## src/rtl/multicycle_controller_if.sv

```systemverilog
// Control bundle between the multicycle controller (master) and the datapath (slave).
// Carries the decoded instruction word and ALU flags in, and all selects/strobes out.
interface multicycle_controller_if;
  logic [31:0] instr;
  logic [3:0]  alu_flags;
  logic        pc_write;
  logic        ir_write;
  logic        mem_write;
  logic        reg_write;
  logic        adr_src;
  logic        alu_src_a;
  logic [1:0]  alu_src_b;
  logic [1:0]  alu_control;
  logic [1:0]  result_src;
  logic [1:0]  imm_src;
  logic [3:0]  state;
  logic [3:0]  flags;

  modport master (
    input  instr, alu_flags,
    output pc_write, ir_write, mem_write, reg_write, adr_src, alu_src_a,
           alu_src_b, alu_control, result_src, imm_src, state, flags
  );

  modport slave (
    output instr, alu_flags,
    input  pc_write, ir_write, mem_write, reg_write, adr_src, alu_src_a,
           alu_src_b, alu_control, result_src, imm_src, state, flags
  );
endinterface

```

## src/rtl/multicycle_controller.sv

```systemverilog
// Moore control FSM for the multicycle ARM-subset datapath, including the NZCV flag register.
// Define COND_EXEC_EN to make DECODE honour the instruction's condition field.
module multicycle_controller (
  input  logic                     clk,
  input  logic                     reset,
  multicycle_controller_if.master  bus
);

  typedef enum logic [3:0] {
    FETCH    = 4'd0,
    DECODE   = 4'd1,
    MEMADR   = 4'd2,
    MEMREAD  = 4'd3,
    MEMWB    = 4'd4,
    MEMWRITE = 4'd5,
    EXECUTER = 4'd6,
    EXECUTEI = 4'd7,
    ALUWB    = 4'd8,
    BRANCH   = 4'd9
  } state_t;

  state_t      state_q;
  state_t      state_d;
  logic [3:0]  flags_q;
  logic [1:0]  op;
  logic        i_bit;
  logic [3:0]  cmd;
  logic        s_bit;
  logic        is_cmp;
  logic [1:0]  cmd_alu;
  logic        cond_ok;
  logic        pc_write_raw;
  logic        ir_write_raw;
  logic        mem_write_raw;
  logic        reg_write_raw;
  logic        unused_instr_bits;

  assign op     = bus.instr[27:26];
  assign i_bit  = bus.instr[25];
  assign cmd    = bus.instr[24:21];
  assign s_bit  = bus.instr[20];
  assign is_cmp = (cmd == 4'b1010);

`ifdef COND_EXEC_EN
  logic [3:0] cond;
  logic       flag_n, flag_z, flag_v;

  assign cond   = bus.instr[31:28];
  assign flag_n = flags_q[3];
  assign flag_z = flags_q[2];
  assign flag_v = flags_q[0];
  assign unused_instr_bits = ^{bus.instr[19:0], flags_q[1]};

  always_comb begin
    cond_ok = 1'b0;
    case (cond)
      4'b0000: cond_ok = flag_z;
      4'b0001: cond_ok = ~flag_z;
      4'b1010: cond_ok = (flag_n == flag_v);
      4'b1011: cond_ok = (flag_n != flag_v);
      4'b1100: cond_ok = ~flag_z & (flag_n == flag_v);
      4'b1101: cond_ok = flag_z | (flag_n != flag_v);
      4'b1110: cond_ok = 1'b1;
      default: cond_ok = 1'b0;
    endcase
  end
`else
  assign cond_ok = 1'b1;
  assign unused_instr_bits = ^{bus.instr[31:28], bus.instr[19:0]};
`endif

  // Unlisted data-processing commands fall back to ADD but still write back
  always_comb begin
    cmd_alu = 2'b00;
    case (cmd)
      4'b0100: cmd_alu = 2'b00;
      4'b0010: cmd_alu = 2'b01;
      4'b1010: cmd_alu = 2'b01;
      4'b0000: cmd_alu = 2'b10;
      4'b1100: cmd_alu = 2'b11;
      default: cmd_alu = 2'b00;
    endcase
  end

  always_ff @(posedge clk or posedge reset) begin
    if (reset) state_q <= FETCH;
    else       state_q <= state_d;
  end

  always_ff @(posedge clk or posedge reset) begin
    if (reset)
      flags_q <= 4'b0000;
    else if ((state_q == EXECUTER || state_q == EXECUTEI) && (s_bit || is_cmp))
      flags_q <= bus.alu_flags;
  end

  always_comb begin
    state_d = FETCH;
    case (state_q)
      FETCH:    state_d = DECODE;
      DECODE: begin
        if (!cond_ok)        state_d = FETCH;
        else begin
          case (op)
            2'b01:   state_d = MEMADR;
            2'b00:   state_d = i_bit ? EXECUTEI : EXECUTER;
            2'b10:   state_d = BRANCH;
            default: state_d = FETCH;
          endcase
        end
      end
      MEMADR:   state_d = s_bit ? MEMREAD : MEMWRITE;
      MEMREAD:  state_d = MEMWB;
      EXECUTER: state_d = ALUWB;
      EXECUTEI: state_d = ALUWB;
      default:  state_d = FETCH;
    endcase
  end

  // Strobes are computed raw here and gated by reset below so an abort issues nothing
  always_comb begin
    pc_write_raw    = 1'b0;
    ir_write_raw    = 1'b0;
    mem_write_raw   = 1'b0;
    reg_write_raw   = 1'b0;
    bus.adr_src     = 1'b0;
    bus.alu_src_a   = 1'b0;
    bus.alu_src_b   = 2'b00;
    bus.alu_control = 2'b00;
    bus.result_src  = 2'b00;
    case (state_q)
      FETCH: begin
        ir_write_raw   = 1'b1;
        pc_write_raw   = 1'b1;
        bus.alu_src_a  = 1'b1;
        bus.alu_src_b  = 2'b10;
        bus.result_src = 2'b10;
      end
      DECODE: begin
        bus.alu_src_a  = 1'b1;
        bus.alu_src_b  = 2'b10;
        bus.result_src = 2'b10;
      end
      MEMADR:   bus.alu_src_b = 2'b01;
      MEMREAD:  bus.adr_src   = 1'b1;
      MEMWB: begin
        bus.result_src = 2'b01;
        reg_write_raw  = 1'b1;
      end
      MEMWRITE: begin
        bus.adr_src   = 1'b1;
        mem_write_raw = 1'b1;
      end
      EXECUTER: begin
        bus.alu_src_b   = 2'b00;
        bus.alu_control = cmd_alu;
      end
      EXECUTEI: begin
        bus.alu_src_b   = 2'b01;
        bus.alu_control = cmd_alu;
      end
      ALUWB:    reg_write_raw = ~is_cmp;
      BRANCH: begin
        bus.alu_src_b  = 2'b01;
        bus.result_src = 2'b10;
        pc_write_raw   = 1'b1;
      end
      default: ;
    endcase
  end

  assign bus.pc_write  = pc_write_raw  & ~reset;
  assign bus.ir_write  = ir_write_raw  & ~reset;
  assign bus.mem_write = mem_write_raw & ~reset;
  assign bus.reg_write = reg_write_raw & ~reset;
  assign bus.imm_src   = (op == 2'b11) ? 2'b00 : op;
  assign bus.state     = state_q;
  assign bus.flags     = flags_q;

endmodule

```

## src/flat_wrapper.sv

```systemverilog
// flat-port wrapper written by rule: the top's interface ports become plain ports
module multicycle_controller_flat 
  (clk, reset, bus_instr, bus_alu_flags, bus_pc_write, bus_ir_write, bus_mem_write, bus_reg_write, bus_adr_src, bus_alu_src_a, bus_alu_src_b, bus_alu_control, bus_result_src, bus_imm_src, bus_state, bus_flags);
  multicycle_controller_if bus_i ();
  input  logic clk;
  input  logic reset;
  input wire logic [$bits(bus_i.instr)-1:0] bus_instr;
  input wire logic [$bits(bus_i.alu_flags)-1:0] bus_alu_flags;
  output wire logic [$bits(bus_i.pc_write)-1:0] bus_pc_write;
  output wire logic [$bits(bus_i.ir_write)-1:0] bus_ir_write;
  output wire logic [$bits(bus_i.mem_write)-1:0] bus_mem_write;
  output wire logic [$bits(bus_i.reg_write)-1:0] bus_reg_write;
  output wire logic [$bits(bus_i.adr_src)-1:0] bus_adr_src;
  output wire logic [$bits(bus_i.alu_src_a)-1:0] bus_alu_src_a;
  output wire logic [$bits(bus_i.alu_src_b)-1:0] bus_alu_src_b;
  output wire logic [$bits(bus_i.alu_control)-1:0] bus_alu_control;
  output wire logic [$bits(bus_i.result_src)-1:0] bus_result_src;
  output wire logic [$bits(bus_i.imm_src)-1:0] bus_imm_src;
  output wire logic [$bits(bus_i.state)-1:0] bus_state;
  output wire logic [$bits(bus_i.flags)-1:0] bus_flags;
  assign bus_i.instr = bus_instr;
  assign bus_i.alu_flags = bus_alu_flags;
  assign bus_pc_write = bus_i.pc_write;
  assign bus_ir_write = bus_i.ir_write;
  assign bus_mem_write = bus_i.mem_write;
  assign bus_reg_write = bus_i.reg_write;
  assign bus_adr_src = bus_i.adr_src;
  assign bus_alu_src_a = bus_i.alu_src_a;
  assign bus_alu_src_b = bus_i.alu_src_b;
  assign bus_alu_control = bus_i.alu_control;
  assign bus_result_src = bus_i.result_src;
  assign bus_imm_src = bus_i.imm_src;
  assign bus_state = bus_i.state;
  assign bus_flags = bus_i.flags;
  multicycle_controller u_core (.clk(clk), .reset(reset), .bus(bus_i));
endmodule
```

## config.mk

```make
export PLATFORM = sky130hd
export DESIGN_NAME = multicycle_controller_flat
export DESIGN_NICKNAME = d
export VERILOG_FILES = /design/src/rtl/multicycle_controller_if.sv /design/src/rtl/multicycle_controller.sv /design/src/flat_wrapper.sv
export SDC_FILE = /design/constraint.sdc
export NUM_CORES = 1
export LEC_CHECK = 0
export CAP_MARGIN = 20
export CORE_UTILIZATION = 30
export DETAILED_ROUTE_END_ITERATION = 12
export PLACE_DENSITY = 0.8
export SYNTH_ARGS = -nofsm -noshare
export SYNTH_HDL_FRONTEND = slang
export SYNTH_SLANG_ARGS = --single-unit
```

## constraint.sdc

```tcl
create_clock -name clk -period 1.9 [get_ports clk]
set_input_delay 0.38 -clock clk [delete_from_list [all_inputs] [get_ports clk]]
set_output_delay 0.38 -clock clk [all_outputs]
set_load 0.05 [all_outputs]
```

==> results of run 1 <==
==> metrics by stage <==
stage	power [W]	hold slack [ns]	TNS (ns)	cells	utilization, %
global placement	0.00228	0.495	-0.235	124	72.1
CTS	0.00251	0.511	0	132	75.2
global route	0.00268	0.268	-0.104	139	78.5
detailed placement	0.00231	0.495	-0.257	124	72.1
floorplan	0.00159	0.211	-0.570	59	-
finish	0.00258	0.233	-0.0584	139	78.5
==> cell families after synthesis <==
kind of cell	count (synthesis)	synth area share [%]
mux	5	12.3
flops	8	34.4
simple gates	24	27.1
buf+inv	8	6.45
compound gates	12	16.8
xor+xnor	2	3.01
==> what timing repair did <==
item / in CTS / in global routing
hold buffers: 0 / 0
endpoints found under the hold margin: 0 / 0
pin swaps: 2 / 4
setup buffers: 4 / 7
setup endpoints to repair: 4 / 4
gates cloned: 0 / 0
resized for setup: 5 / 3
==> synthesized netlist by cell type (all sizes together) <==
| master | instances |
|---|---|
| a211oi | 1 |
| a21oi | 3 |
| a2bb2oi | 1 |
| and4bb | 1 |
| buf | 4 |
| clkbuf | 1 |
| dfrtp | 8 |
| inv | 3 |
| mux2 | 5 |
| nand2 | 2 |
| nand2b | 4 |
| nand3b | 1 |
| nor2 | 5 |
| nor2b | 2 |
| nor3 | 4 |
| nor3b | 1 |
| nor4 | 2 |
| nor4b | 1 |
| o211a | 1 |
| o21ai | 3 |
| o21bai | 1 |
| o22ai | 1 |
| o41ai | 1 |
| or2 | 1 |
| xnor2 | 1 |
| xor2 | 1 |
==> state kept, by name, indices dropped and copies added, names as in the netlist <==
name              flops
u_core.bus.flags      4
u_core.bus.state      4
==> how the worst min path moves through the flow <==
stage,end,slack (ns)
5_1_grt,u_core.bus.state[3],0.27
3_5_place_dp,u_core.bus.flags[2],0.50
3_3_place_gp,u_core.bus.flags[1],0.50
6_report,u_core.bus.state[3],0.23
4_1_cts,u_core.bus.flags[2],0.51
2_1_floorplan,u_core.bus.flags[0],0.21
==> report_power, final <==
group          switching, W  total (W)  leakage [nW]  internal (W)
Sequential         0.000108   0.000362        0.0953      0.000254
Clock             0.0000668   0.000148        0.0150     0.0000808
Combinational       0.00112    0.00207         0.526      0.000952
Total               0.00130    0.00258         0.636       0.00129
==> cell usage in the layout, fill, tap and decap left out, types with 2 or more instances in the layout <==
master	n
a21oi_1	3
buf_12	15
buf_4	23
clkbuf_4	3
clkdlybuf4s50_1	12
dfrtp_1	4
dfrtp_2	4
dlygate4sd2_1	4
inv_1	2
mux2_4	4
nand2_1	2
nand2b_1	3
nor2_1	4
nor2b_1	2
nor3_2	2
nor3_4	2
nor4_4	2
o21ai_0	2
==> routing by layer <==
metal  up-vias  part of all wire (%)  track usage (%)
met5         -                     0                0
met4         0                     0             3.53
met3         0                   6.0             4.76
met2        28                    53             31.3
met1       307                    41             20.6
li1        317                     -                -
==> final cells by class <==
| class | count | area share [%] |
|---|---|---|
| Clock buffer | 4 | 1.90 |
| Tap cell | 25 | 2.26 |
| Sequential cell | 8 | 14.8 |
| Timing Repair Buffer | 56 | 47.1 |
| Multi-Input combinational cell | 43 | 33.2 |
| Inverter | 3 | 0.813 |
==> worst max-delay path, delay by kind of cell (launching register included) <==
family,cells,cell delay [ns]
AO/OA/AOI/OAI,2,0.26
AND/OR/NAND/NOR,1,0.25
flip-flops,1,0.46
buffers and inverters,2,0.35
==> results.json, run 1 <==
{
  "ff2ff_path_depth": 3,
  "drc": 0,
  "ff2ff_setup_slack_ns": 0.55,
  "synth-seq-area-share_pct": 34.4,
  "multi_input_area_um2": 459,
  "route.vias.total": 652,
  "drv_cap": 0,
  "synthesis.area_um2": 582,
  "irDropWorstVdd_mv": 0.963,
  "clkSlewWorstSetupHoldPaths_ns": 0.07,
  "synth_top_cell_area_share_pct": 34.4,
  "root_buffer": "clkbuf_4",
  "ios": 60,
  "fp.dieW_um": 46.0,
  "cts_buffer_depth": 2,
  "final.fill_count": 127,
  "routedWlPerCell_um": 13.0,
  "synth_top_area_cell": "dfrtp_1",
  "timing.fmax_mhz": 511,
  "grt_max_degree": 9,
  "gp_congestion": 0.720,
  "crit_type": "reg -> out",
  "cp.required_ns": 1.52,
  "drtPass1Iterations": 4,
  "tightest_slew_ns": 0.493,
  "powerDensity_mw_per_mm2": 1860,
  "die_h_um": 46.0,
  "status": "finished, violations left",
  "portBuffers": 35,
  "grt_pass1_wl_mm": 2.62,
  "row_count": 15,
  "final_nets": 153,
  "coreArea_mm2": 0.00176,
  "crit_path_top_delay_cell": "dfrtp_2",
  "area.growth.synth_to_final_pct": 138,
  "p_leak_nw": 0.636,
  "final_area_mm2": 0.00139,
  "synthesis.nets": 97,
  "min-delay-path-class": "in -> async",
  "critical_path.endpoint": "bus_alu_src_b[0]",
  "cts_tree": "built",
  "clock-sinks": 8,
  "dp_worst_setup_slack_ns": -0.165,
  "slowest_delay_ns": 0.46,
  "finClkSkew_ns": 0.0100,
  "critPathArrivalTime_ns": 1.58,
  "fin_ws_ns": -0.0584,
  "timing.rr.start": "u_core.bus.state[3]",
  "antenna_left": 0,
  "via_per_inst": 4.69,
  "r2r_end": "u_core.bus.flags[1]",
  "ys_ff_latch": 8,
  "overflow": 0,
  "cts_buffers": 3,
  "yosysWarningCount": 0,
  "grt_pass1_vias": 598,
  "slew_headroom_pct": 67.0,
  "dpl.hpwl_mm": 1.35,
  "htree_levels": 1,
  "ys_types": 28,
  "drt_iter0_markers": 8,
  "violations": "negative setup slack",
  "worstSkewPairLatency_ns": 0.26,
  "synthCells": 59,
  "path_max_fanout": 7,
  "min_period_ns": 1.96,
  "yosys-top-cells-area": "dfrtp_1 (34%), mux2_4 (10%), nand2b_1 (4.3%)",
  "period_share_pct": 103,
  "cp-start-kind": "flip-flop",
  "setup.worst_path.start": "u_core.bus.state[0]",
  "dpl_cell_area_mm2": 0.00127,
  "slew_violations": 0,
  "setup_viol": 1,
  "routed_wl_mm": 1.81,
  "drive_gt1_share_pct": 60.5,
  "dieArea_mm2": 0.00212,
  "avgSynthCellArea_um2": 9.86,
  "num_antenna_cells": 0,
  "critPathCaptureType": "primary output",
  "cp_cell_sequence": "buf_4, nor3b_1, a21oi_1, o22ai_2, buf_12",
  "antenna_found_initial": 0,
  "final_hold_viol_count": 0,
  "register_area_um2": 205,
  "start_util_pct": 33.0,
  "grt_usage_pct": 17.5,
  "rsz0062_at_grt": "yes"
}
Power figures use the tool's default switching activity.
==> run 2: changes to the inputs <==
Settings changed: GPL_ROUTABILITY_DRIVEN set to 0.
==> results of run 2 <==
The final DEF is identical to that of run 1; final timing and power are the same.
